<file path="config.mk">
export PLATFORM = sky130hd
export DESIGN_NAME = team_06_audio_mem_ctrl
export DESIGN_NICKNAME = d
export VERILOG_FILES = /design/src/rtl/team_06_audio_pkg.sv /design/src/rtl/team_06_sample_packer.sv /design/src/rtl/team_06_audio_mem_ctrl.sv
export SDC_FILE = /design/constraint.sdc
export NUM_CORES = 1
export LEC_CHECK = 0
export BUFFER_PORTS_ARGS = -buffer_cell sky130_fd_sc_hd__buf_2
export CORE_MARGIN = 2
export CORE_UTILIZATION = 30
export DETAILED_ROUTE_END_ITERATION = 16
export PLACE_DENSITY = 0.49
export SLEW_MARGIN = 40
export SYNTH_ARGS = -nofsm -noshare
export SYNTH_HDL_FRONTEND = slang
export SYNTH_SLANG_ARGS = --single-unit
</file>
<file path="constraint.sdc">
create_clock -name clk -period 8.67 [get_ports clk]
set_input_delay 1.734 -clock clk [delete_from_list [all_inputs] [get_ports clk]]
set_output_delay 1.734 -clock clk [all_outputs]
set_load 0.1 [all_outputs]
</file>
<file path="src/rtl/team_06_audio_pkg.sv">
// Shared definitions for the team_06 audio record/playback controller.
//   ctrl_state_t        : SRAM handshake FSM states
//   BYTES_PER_WORD      : audio samples packed into one SRAM word
//   DEFAULT_DEPTH_WORDS : default number of SRAM words reserved for audio
//   SILENCE             : sample value returned when no data is buffered
//   lane_mask()         : byte-lane mask covering the lowest n lanes
package team_06_audio_pkg;

  typedef enum logic [2:0] {
    IDLE,
    WR_REQ,
    WR_WAIT,
    RD_REQ,
    RD_WAIT
  } ctrl_state_t;

  localparam int         BYTES_PER_WORD      = 4;
  localparam int         DEFAULT_DEPTH_WORDS = 8192;
  localparam logic [7:0] SILENCE             = 8'h00;

  // 1 -> 4'b0001, 2 -> 4'b0011, 3 -> 4'b0111
  function automatic logic [3:0] lane_mask(input logic [1:0] n);
    lane_mask = 4'((5'd1 << n) - 5'd1);
  endfunction

endpackage

</file>
<file path="src/rtl/team_06_sample_packer.sv">
// Packs 8-bit samples into 32-bit words (first sample in bits [7:0]) and
// hands completed words to the SRAM FSM through a single pending slot.
// Ports:
//   clk, rst     : clock, synchronous active-high reset
//   clear        : start of a recording; discards any partially packed word
//   accept       : sample_in is accepted this cycle
//   flush        : end of recording; closes a partial word (1-3 bytes)
//   sample_in    : sample byte
//   word_addr    : word address to attach to the word closed this cycle
//   ack          : FSM has taken the pending word this cycle
//   pending      : a word is waiting to be written
//   pend_data/pend_bsel/pend_addr : the waiting word, its lanes and address
//   word_closed  : a word was closed this cycle (queued or dropped)
//   overrun      : sticky; a closed word was dropped because the slot was busy
module team_06_sample_packer
  import team_06_audio_pkg::*;
(
  input  logic        clk,
  input  logic        rst,
  input  logic        clear,
  input  logic        accept,
  input  logic        flush,
  input  logic [7:0]  sample_in,
  input  logic [15:0] word_addr,
  input  logic        ack,
  output logic        pending,
  output logic [31:0] pend_data,
  output logic [3:0]  pend_bsel,
  output logic [15:0] pend_addr,
  output logic        word_closed,
  output logic        overrun
);

  logic [31:0] pack_reg;
  logic [1:0]  count_reg;
  logic        pending_reg;
  logic [31:0] pend_data_reg;
  logic [3:0]  pend_bsel_reg;
  logic [15:0] pend_addr_reg;
  logic        overrun_reg;

  logic [31:0] pack_base;
  logic [31:0] pack_fill;
  logic [1:0]  count_base;
  logic        close_full;
  logic        close_part;
  logic        close_any;
  logic [3:0]  close_bsel;

  // A sample arriving on the clear cycle becomes the first byte of a new word.
  assign count_base = clear ? 2'd0 : count_reg;
  assign pack_base  = clear ? 32'd0 : pack_reg;

  genvar gi;
  generate
    for (gi = 0; gi < BYTES_PER_WORD; gi++) begin : g_lane
      assign pack_fill[gi*8 +: 8] = (accept && (count_base == 2'(gi))) ?
                                    sample_in : pack_base[gi*8 +: 8];
    end
  endgenerate

  assign close_full = accept && (count_base == 2'(BYTES_PER_WORD - 1));
  assign close_part = flush && (count_base != 2'd0);
  assign close_any  = close_full || close_part;
  assign close_bsel = close_full ? 4'b1111 : lane_mask(count_base);

  always_ff @(posedge clk) begin
    if (rst) begin
      pack_reg      <= 32'd0;
      count_reg     <= 2'd0;
      pending_reg   <= 1'b0;
      pend_data_reg <= 32'd0;
      pend_bsel_reg <= 4'd0;
      pend_addr_reg <= 16'd0;
      overrun_reg   <= 1'b0;
    end else begin
      if (close_any) begin
        pack_reg  <= 32'd0;
        count_reg <= 2'd0;
      end else begin
        pack_reg  <= pack_fill;
        count_reg <= count_base + 2'(accept);
      end

      // The slot frees on ack, so a word closing on the ack cycle still fits.
      if (close_any && (!pending_reg || ack)) begin
        pending_reg   <= 1'b1;
        pend_data_reg <= pack_fill;
        pend_bsel_reg <= close_bsel;
        pend_addr_reg <= word_addr;
      end else if (ack) begin
        pending_reg <= 1'b0;
      end

      if (close_any && pending_reg && !ack) begin
        overrun_reg <= 1'b1;
      end
    end
  end

  assign pending     = pending_reg;
  assign pend_data   = pend_data_reg;
  assign pend_bsel   = pend_bsel_reg;
  assign pend_addr   = pend_addr_reg;
  assign word_closed = close_any;
  assign overrun     = overrun_reg;

endmodule

</file>
<file path="src/rtl/team_06_audio_mem_ctrl.sv">
// Audio record/playback controller in front of the team_06 word SRAM.
// Record mode packs samples into words and writes them; playback mode
// prefetches one word at a time and returns one sample per request.
// Optional feature macro: AUDIO_LOOP_PLAYBACK_EN (playback wraps to the
// start of the recording instead of stopping with play_done).
// Ports:
//   clk, rst                     : clock, synchronous active-high reset
//   mode_rec, mode_play          : level mode selects (record wins)
//   sample_in, sample_valid      : record sample strobe
//   sample_req                   : playback request strobe
//   sample_out, sample_out_valid : playback answer, one cycle after request
//   rec_len                      : recorded length in bytes
//   full, overrun, underrun      : sticky status
//   play_done                    : playback delivered rec_len bytes
//   sram_*                       : SRAM word request/busy handshake
module team_06_audio_mem_ctrl
  import team_06_audio_pkg::*;
#(
  parameter int DEPTH_WORDS = DEFAULT_DEPTH_WORDS,
  parameter int BASE_ADDR   = 0
) (
  input  logic        clk,
  input  logic        rst,
  input  logic        mode_rec,
  input  logic        mode_play,
  input  logic [7:0]  sample_in,
  input  logic        sample_valid,
  input  logic        sample_req,
  output logic [7:0]  sample_out,
  output logic        sample_out_valid,
  output logic [15:0] rec_len,
  output logic        full,
  output logic        overrun,
  output logic        underrun,
  output logic        play_done,
  output logic [31:0] sram_address,
  output logic [31:0] sram_write_data,
  output logic        sram_write_en,
  output logic        sram_read_en,
  output logic [3:0]  sram_byte_select,
  input  logic [31:0] sram_read_data,
  input  logic        sram_busy
);

  ctrl_state_t state_reg, state_next;

  logic        mode_rec_d_reg, mode_play_d_reg;
  logic [15:0] wr_ptr_reg, rec_len_reg, rd_ptr_reg, delivered_reg;
  logic        full_reg, underrun_reg, play_done_reg, rd_stale_reg;
  logic [31:0] buf_word_reg;
  logic        buf_valid_reg;
  logic [1:0]  byte_idx_reg;
  logic [7:0]  sample_out_reg;
  logic        sample_out_valid_reg;
  logic [31:0] addr_reg, wdata_reg;
  logic [3:0]  bsel_reg;

  logic        rec_rise, rec_fall, play_active, play_rise;
  logic        accept, pend_ack, rd_issue, rd_done;
  logic        want_read, data_avail, last_byte;
  logic [15:0] words_rec;
  logic        pending, word_closed, packer_overrun;
  logic [31:0] pend_data;
  logic [3:0]  pend_bsel;
  logic [15:0] pend_addr;

  assign rec_rise    = mode_rec && !mode_rec_d_reg;
  assign rec_fall    = !mode_rec && mode_rec_d_reg;
  assign play_active = mode_play && !mode_rec;
  assign play_rise   = play_active && !mode_play_d_reg;

  // On the record start cycle full is about to clear, so do not block.
  assign accept = sample_valid && mode_rec && (!full_reg || rec_rise);

  assign words_rec  = 16'((17'(rec_len_reg) + 17'd3) >> 2);
  assign want_read  = play_active && !play_rise && !buf_valid_reg &&
                      !play_done_reg && (rd_ptr_reg < words_rec);
  assign data_avail = play_active && !play_rise && buf_valid_reg;
  assign last_byte  = (delivered_reg + 16'd1) == rec_len_reg;

  team_06_sample_packer u_packer (
    .clk         (clk),
    .rst         (rst),
    .clear       (rec_rise),
    .accept      (accept),
    .flush       (rec_fall),
    .sample_in   (sample_in),
    .word_addr   (wr_ptr_reg),
    .ack         (pend_ack),
    .pending     (pending),
    .pend_data   (pend_data),
    .pend_bsel   (pend_bsel),
    .pend_addr   (pend_addr),
    .word_closed (word_closed),
    .overrun     (packer_overrun)
  );

  always_ff @(posedge clk) begin
    if (rst) begin
      state_reg <= IDLE;
    end else begin
      state_reg <= state_next;
    end
  end

  // Pending writes outrank prefetch reads so recording never stalls on playback.
  always_comb begin
    state_next    = state_reg;
    pend_ack      = 1'b0;
    rd_issue      = 1'b0;
    rd_done       = 1'b0;
    sram_write_en = 1'b0;
    sram_read_en  = 1'b0;
    case (state_reg)
      IDLE: begin
        if (pending) begin
          pend_ack   = 1'b1;
          state_next = WR_REQ;
        end else if (want_read) begin
          rd_issue   = 1'b1;
          state_next = RD_REQ;
        end
      end
      WR_REQ: begin
        sram_write_en = 1'b1;
        state_next    = WR_WAIT;
      end
      WR_WAIT: begin
        if (sram_busy) begin
          sram_write_en = 1'b1;
        end else begin
          state_next = IDLE;
        end
      end
      RD_REQ: begin
        sram_read_en = 1'b1;
        state_next   = RD_WAIT;
      end
      RD_WAIT: begin
        if (sram_busy) begin
          sram_read_en = 1'b1;
        end else begin
          rd_done    = 1'b1;
          state_next = IDLE;
        end
      end
      default: state_next = IDLE;
    endcase
  end

  always_ff @(posedge clk) begin
    if (rst) begin
      mode_rec_d_reg       <= 1'b0;
      mode_play_d_reg      <= 1'b0;
      addr_reg             <= 32'd0;
      wdata_reg            <= 32'd0;
      bsel_reg             <= 4'd0;
      wr_ptr_reg           <= 16'd0;
      rec_len_reg          <= 16'd0;
      full_reg             <= 1'b0;
      rd_ptr_reg           <= 16'd0;
      delivered_reg        <= 16'd0;
      play_done_reg        <= 1'b0;
      underrun_reg         <= 1'b0;
      rd_stale_reg         <= 1'b0;
      buf_word_reg         <= 32'd0;
      buf_valid_reg        <= 1'b0;
      byte_idx_reg         <= 2'd0;
      sample_out_reg       <= 8'd0;
      sample_out_valid_reg <= 1'b0;
    end else begin
      mode_rec_d_reg  <= mode_rec;
      mode_play_d_reg <= mode_play;

      // Transfer registers are loaded once and held until the next request.
      if (pend_ack) begin
        addr_reg  <= 32'(BASE_ADDR) + {16'd0, pend_addr};
        wdata_reg <= pend_data;
        bsel_reg  <= pend_bsel;
      end else if (rd_issue) begin
        addr_reg <= 32'(BASE_ADDR) + {16'd0, rd_ptr_reg};
        bsel_reg <= 4'd0;
      end

      // Word slots are allocated when a word closes, so full tracks packed
      // words rather than completed SRAM writes.
      if (rec_rise) begin
        wr_ptr_reg <= 16'd0;
        full_reg   <= 1'b0;
      end else if (word_closed) begin
        wr_ptr_reg <= wr_ptr_reg + 16'd1;
        if (wr_ptr_reg == 16'(DEPTH_WORDS - 1)) begin
          full_reg <= 1'b1;
        end
      end
      rec_len_reg <= (rec_rise ? 16'd0 : rec_len_reg) + 16'(accept);

      sample_out_valid_reg <= sample_req;
      if (sample_req) begin
        sample_out_reg <= data_avail ? buf_word_reg[{byte_idx_reg, 3'b000} +: 8] : SILENCE;
        if (!data_avail) begin
          underrun_reg <= 1'b1;
        end
      end

      // A read still in flight across a playback restart returns stale data.
      if (rd_done) begin
        rd_stale_reg <= 1'b0;
      end else if (play_rise && (state_reg == RD_REQ || state_reg == RD_WAIT)) begin
        rd_stale_reg <= 1'b1;
      end

      if (play_rise) begin
        rd_ptr_reg    <= 16'd0;
        byte_idx_reg  <= 2'd0;
        delivered_reg <= 16'd0;
        play_done_reg <= 1'b0;
        buf_valid_reg <= 1'b0;
      end else begin
        if (rd_done && !rd_stale_reg) begin
          buf_word_reg  <= sram_read_data;
          buf_valid_reg <= 1'b1;
          rd_ptr_reg    <= rd_ptr_reg + 16'd1;
        end
        if (sample_req && data_avail) begin
          delivered_reg <= delivered_reg + 16'd1;
          byte_idx_reg  <= byte_idx_reg + 2'd1;
          // The last word of a recording may be partial; stop at rec_len.
          if (byte_idx_reg == 2'd3 || last_byte) begin
            buf_valid_reg <= 1'b0;
            byte_idx_reg  <= 2'd0;
          end
          if (last_byte) begin
`ifdef AUDIO_LOOP_PLAYBACK_EN
            rd_ptr_reg    <= 16'd0;
            delivered_reg <= 16'd0;
`else
            play_done_reg <= 1'b1;
`endif
          end
        end
      end
    end
  end

  assign sample_out       = sample_out_reg;
  assign sample_out_valid = sample_out_valid_reg;
  assign rec_len          = rec_len_reg;
  assign full             = full_reg;
  assign overrun          = packer_overrun;
  assign underrun         = underrun_reg;
  assign play_done        = play_done_reg;
  assign sram_address     = addr_reg;
  assign sram_write_data  = wdata_reg;
  assign sram_byte_select = bsel_reg;

endmodule

</file>
==> results of run 1 <==
==> layout by cell type, fill, tap and decap left out, drive strengths merged, types with 29 or more instances in the layout <==
cell and count:
nand3 29, a211oi 48, and3 32, nand2 230, dfxtp 257, a21oi 164, clkbuf 41, xor2 45
nor2 163, buf 138, xnor2 36
==> where the power goes <==
part | switching (uW) | total [uW] | internal, uW
clock | 526 | 1270 | 740
combinational | 103 | 126 | 22.7
sequential | 5.39 | 1190 | 1190
total | 634 | 2590 | 1950
==> Yosys cell counts, types with 17 or more instances <==
cell,n,area share [%]
and3_1,32,1.8
a211oi_1,32,2.1
nor2_1,163,5.4
nand4_1,17,0.94
clkbuf_1,64,2.1
ha_1,21,2.3
nand2_1,230,7.7
xor2_1,45,3.5
o21ai_0,21,0.93
mux2i_1,19,1.7
dfxtp_1,257,46
nand3_1,27,1.2
a21oi_1,164,7.3
xnor2_1,36,2.8
==> stage by stage <==
step / setup WS, ns / util [%] / total power (uW)
4_1_cts: 4.087 / 35.72 / 2626
6_report: 4.123 / 35.74 / 2586
3_3_place_gp: 4.083 / 33.00 / 1346
2_1_floorplan: 3.649 / - / 1319
3_5_place_dp: 4.092 / 33.03 / 1347
5_1_grt: 3.855 / 35.74 / 2688
==> worst max path at each step <==
stage,startpoint,end,slack (ns),cells past startpoint
after floorplan,sram_busy,sram_write_en,3.65,2
after global placement,sram_busy,sram_write_en,4.08,4
after detailed placement,sram_busy,sram_write_en,4.09,4
after CTS,sram_busy,sram_write_en,4.09,4
after global routing,rec_len[3],sram_address[12],3.86,12
final,sram_busy,sram_write_en,4.12,4
==> kinds of logic after synthesis <==
family / synth area share (%)
AOI/OAI and AO/OA: 14.69
xor gates and xnor gates: 6.299
DFF: 45.68
buffers and inverters: 4.954
and+or+nand+nor: 22.73
muxes: 3.288
other: 0.03329
adders and majority gates: 2.333
==> routing by layer <==
metal  part of all wire [%]  GRT usage, %  wire length [um]  vias up
li1                       -             -                 -     4673
met1                     50         21.94             15190     4358
met2                     44         24.02             13390      156
met3                    3.8         2.606              1156       32
met4                    1.6         3.481               496        0
met5                      0             0                 0        -
==> critical path, stage by stage <==
cell and delay [ns]:
buf_2 0.17, nand3b_1 0.11, a21oi_1 0.30, buf_2 0.50
==> final cells by class <==
cell class | count | area, um2 | share of cell area (%)
Clock buffer | 41 | 842.1 | 6.404
Sequential cell | 257 | 5145 | 39.13
Inverter | 16 | 60.06 | 0.4567
Timing Repair Buffer | 138 | 723.2 | 5.500
Multi-Input combinational cell | 973 | 5645 | 42.93
Clock inverter | 13 | 147.6 | 1.123
Tap cell | 468 | 585.6 | 4.453
==> impl_metrics.py, run 1 <==
metrics = {
    "synthesis": {
        "syn_inst": 1335,
        "synth.distinct_cells": 63,
        "yosys_most_used_dff": "dfxtp_1",
        "synth_warnings": 0,
        "ys_seq_elements": 257,
        "avgSynthCellArea_um2": 8.437,
        "synth_seq_area_share_pct": 45.68,
        "synth_area_um2": 11260,
        "async_flop_share_pct": 0,
        "synth_edf_count": 0,
    },
    "pwr": {
        "ir_drop_mv": 0.1556,
        "leakage_uw": 0.004868,
        "power_density_nw_per_um2": 196.7,
    },
    "worst_setup_path": {
        "required_ns": 6.94,
        "r2r_slack_ns": 4.27,
        "arrival_ns": 2.81,
        "r2r-end": "sram_address[14]",
        "critPathKind": "primary input to output pin",
        "rr_startpoint": "rec_len[3]",
        "critPathCaptureType": "output pin",
        "path_max_fanout": 5,
        "reg2reg_depth": 12,
        "critPathLaunchType": "primary input",
    },
    "sta": {
        "fin_setup_tns_ns": 0,
        "timing.fmax_mhz": 219.9,
        "period_share_pct": 52.45,
        "tightest_slew_ns": 0.7229,
        "rsz0062_at_grt": "no",
        "min_period_ns": 4.547,
        "slew_violations": 0,
        "hold_violations": 0,
        "finalSetupViolCount": 0,
        "finClkSkew_ns": 0.04267,
        "whs_ns": 0.4499,
        "maxSlewHeadroom_pct": 51.81,
    },
    "global_routing": {
        "antenna_found_initial": 0,
        "gr-total-overflow": 0,
        "grt_max_degree": 89,
        "grt_use_total_pct": 15.33,
        "grt_pass1_vias": 8686,
        "grt_pass1_wl_mm": 48.41,
    },
    "cells_and_area": {
        "final_cell_count_no_fill": 1906,
        "final_area_um2": 13150,
        "num-fill-cells": 3844,
        "num_antenna_cells": 0,
        "fin_nets": 1484,
        "area_growth_pct": 16.74,
        "drive_above_1_share_pct": 16.06,
    },
    "clock_network": {
        "clk_latency_ns": 0.59,
        "root_buffer": "clkbuf_16",
        "cts_tree": "done",
        "h-tree-depth": 1,
        "clk_pin_slew_ns": 0.06,
        "cts_resized": 0,
        "post-cts-setup-buffers": 0,
        "cts_buffer_depth": 3,
        "cts.sinks": 257,
        "numCtsBuffers": 30,
        "cts_hold_buf": 0,
    },
    "routing": {
        "avgViaCountPerCell": 4.837,
        "route.detailed.drc": 0,
        "dr.first_iter.drc_count": 523,
        "num_vias": 9219,
        "wl_mm": 30.23,
        "dr.pass1.iters": 5,
        "antenna_left": 0,
        "wire_per_inst_um": 15.86,
    },
    "floorplan": {
        "coreArea_um2": 36790,
        "start_util_pct": 30.62,
        "fp.dieW_um": 197.8,
        "die_area_um2": 39110,
        "rows": 70,
        "dieHeight_um": 197.8,
        "io_pins": 146,
    },
    "min_path": {
        "hold_class": "flip-flop to flip-flop",
        "hold_end": "sram_write_data[13]",
        "holdPathStages": 2,
        "worstHoldStart": "u_packer.pend_data[13]",
    },
    "place": {
        "dp_hpwl_mm": 20.44,
        "dpl_cell_area_um2": 12150,
        "globalplace.congestion": 0.7922,
        "dp_cells": 1852,
        "port_buffers": 129,
    },
    "job": {
        "maxCapViolations": 0,
    },
    "run_status": {
        "outcome": "finished clean",
    },
}
Note: power is estimated with default switching activity, not from simulation.
==> run 2, diff against run 1 <==
clock period = 4.7 ns   (was 8.67 ns; I/O delays follow)
==> run 2 against run 1 <==
  * Count of clock-buffer cells in the layout increased by 2
  * Clock skew down 0.033 ns
  * Routed wire length shrank 0.54%
  * Highest routed layer unchanged
  * Global-route usage shrank 0.059 points
  * Non-clock buffer count up 6
  * Utilization rose by 0.26 points
==> impl_metrics.py, run 2 (synthesis results as in run 1) <==
metrics = {
    "run_status": {
        "outcome": "finished clean",
    },
    "pwr": {
        "leakage_uw": 0.004921,
        "ir_drop_mv": 0.3099,
        "power_density_nw_per_um2": 363.8,
        "power_uw": 4818,
    },
    "sta": {
        "timing.fmax_mhz": 250.1,
        "fin_ws_ns": 0.7013,
        "whs_ns": 0.4507,
        "tightest_slew_ns": 0.7345,
        "hold_violations": 0,
        "slew_violations": 0,
        "min_period_ns": 3.999,
        "finClkSkew_ns": 0.009735,
        "rsz0062_at_grt": "no",
        "finalSetupViolCount": 0,
        "maxSlewHeadroom_pct": 50.96,
        "period_share_pct": 85.08,
        "fin_setup_tns_ns": 0,
    },
    "job": {
        "maxCapViolations": 0,
    },
    "place": {
        "port_buffers": 129,
        "post-place-ws_ns": 0.7613,
        "dpl_cell_area_um2": 12180,
        "globalplace.congestion": 0.7881,
        "dp_hpwl_mm": 20.81,
    },
    "cells_and_area": {
        "fin_nets": 1491,
        "final_area_um2": 13240,
        "mostFrequentLayoutCell": "dfxtp_1",
        "area_growth_pct": 17.57,
        "drive_above_1_share_pct": 16.60,
        "num_antenna_cells": 0,
        "final_cell_mix": "257 x dfxtp_1, 230 x nand2_1, 163 x a21oi_1, 163 x nor2_1, 128 x buf_2",
    },
    "routing": {
        "wl_met1_mm": 14.84,
        "route.detailed.drc": 0,
        "wl_met2_mm": 13.36,
        "num_vias": 9264,
        "antenna_left": 0,
        "dr.first_iter.drc_count": 532,
        "routed-wl-met3_mm": 1.407,
        "dr.pass1.iters": 5,
        "avgViaCountPerCell": 4.840,
        "dr.max_layer_used": "met4",
        "wl_mm": 30.06,
        "wire_per_inst_um": 15.71,
    },
    "floorplan": {
        "io_pins": 146,
        "start_util_pct": 30.62,
        "dieHeight_um": 197.8,
        "rows": 70,
        "fp.dieW_um": 197.8,
        "coreArea_um2": 36790,
        "die_area_um2": 39110,
    },
    "clock_network": {
        "cts.sinks": 257,
        "clk_pin_slew_ns": 0.06,
        "post-cts-setup-buffers": 0,
        "numCtsBuffers": 31,
        "cts_hold_buf": 0,
        "cts_buffer_depth": 3,
        "h-tree-depth": 1,
        "cts_tree": "done",
        "clk_latency_ns": 0.56,
        "root_buffer": "clkbuf_16",
        "cts_resized": 0,
    },
    "worst_setup_path": {
        "path_max_fanout": 20,
        "critPathLaunchType": "flip-flop",
        "arrival_ns": 4.42,
        "required_ns": 5.12,
        "critPathKind": "flip-flop to flip-flop",
        "critPathCaptureType": "flip-flop",
    },
    "min_path": {
        "hold_class": "flip-flop to flip-flop",
    },
    "global_routing": {
        "grt_max_degree": 75,
        "grt_pass1_vias": 8626,
        "grt_use_total_pct": 15.27,
        "gr-total-overflow": 0,
        "grt_pass1_wl_mm": 48.09,
        "antenna_found_initial": 0,
    },
}
==> run 2: cell types whose count changed in the layout (fill, tap and decap cells not counted) <==
cell / delta
buf_4: +7
clkbuf_8: +4
clkbuf_1: -3
buf_6: -2
clkinvlp_4: +2
nand2_1: +2
nand2_2: -2
buf_12: +1
clkbuf_16: +1
clkinv_16: -1
clkinv_2: -1
==> run 2: metal layers <==
layer  vias up  global-route usage, %
li1       4710                      -
met1      4336                  21.97
met5         -                      0
met4         0                  3.370
met3        40                  2.572
met2       178                  23.87
==> run 2: worst paths after layout <==
kind / startpoint / to / slack (ns) / cells after the start
worst min register to register: u_packer.pend_data[18] / sram_write_data[18] / 0.45 / 2
worst max-delay path: rec_len[3] / sram_address[2] / 0.70 / 13
worst min-delay path: u_packer.pend_data[18] / sram_write_data[18] / 0.45 / 2
worst max register to register: rec_len[3] / sram_address[2] / 0.70 / 13
==> run 2: cell type report <==
type	count	area [um2]
fillers	3861	23540
multi-input cells	973	5640
flip-flops and latches	257	5145
clock buffers	43	910.9
repair buffers	144	773.2
well taps	468	585.6
clock inverters	13	127.6
inverters	16	60.06
==> run 2: where the power goes <==
group | total, uW | switching (uW) | internal (uW)
combinational | 236 | 190 | 45.6
clock | 2380 | 926 | 1450
sequential | 2200 | 9.82 | 2190
total | 4820 | 1130 | 3690
==> run 2: critical path: stages, from the launching register on <==
cell and delay [ns]:
dfxtp_1 0.54, nand4_1 0.23, or4_1 0.55, nor2_1 0.29
nand2_1 0.11, xor2_1 0.16, ha_1 0.32, a21oi_1 0.14
o21ai_0 0.13, a2111oi_0 0.41, a211o_1 0.20, buf_4 0.24
and2_4 0.42, a211oi_2 0.12
==> run 2: through the flow <==
| step | utilization [%] | cells |
|---|---|---|
| floorplan | - | 1350 |
| CTS | 35.93 | 1913 |
| global route | 36.00 | 1914 |
| detailed placement | 33.11 | 1857 |
| global placement | 33.11 | 1857 |
| finish | 36.00 | 1914 |
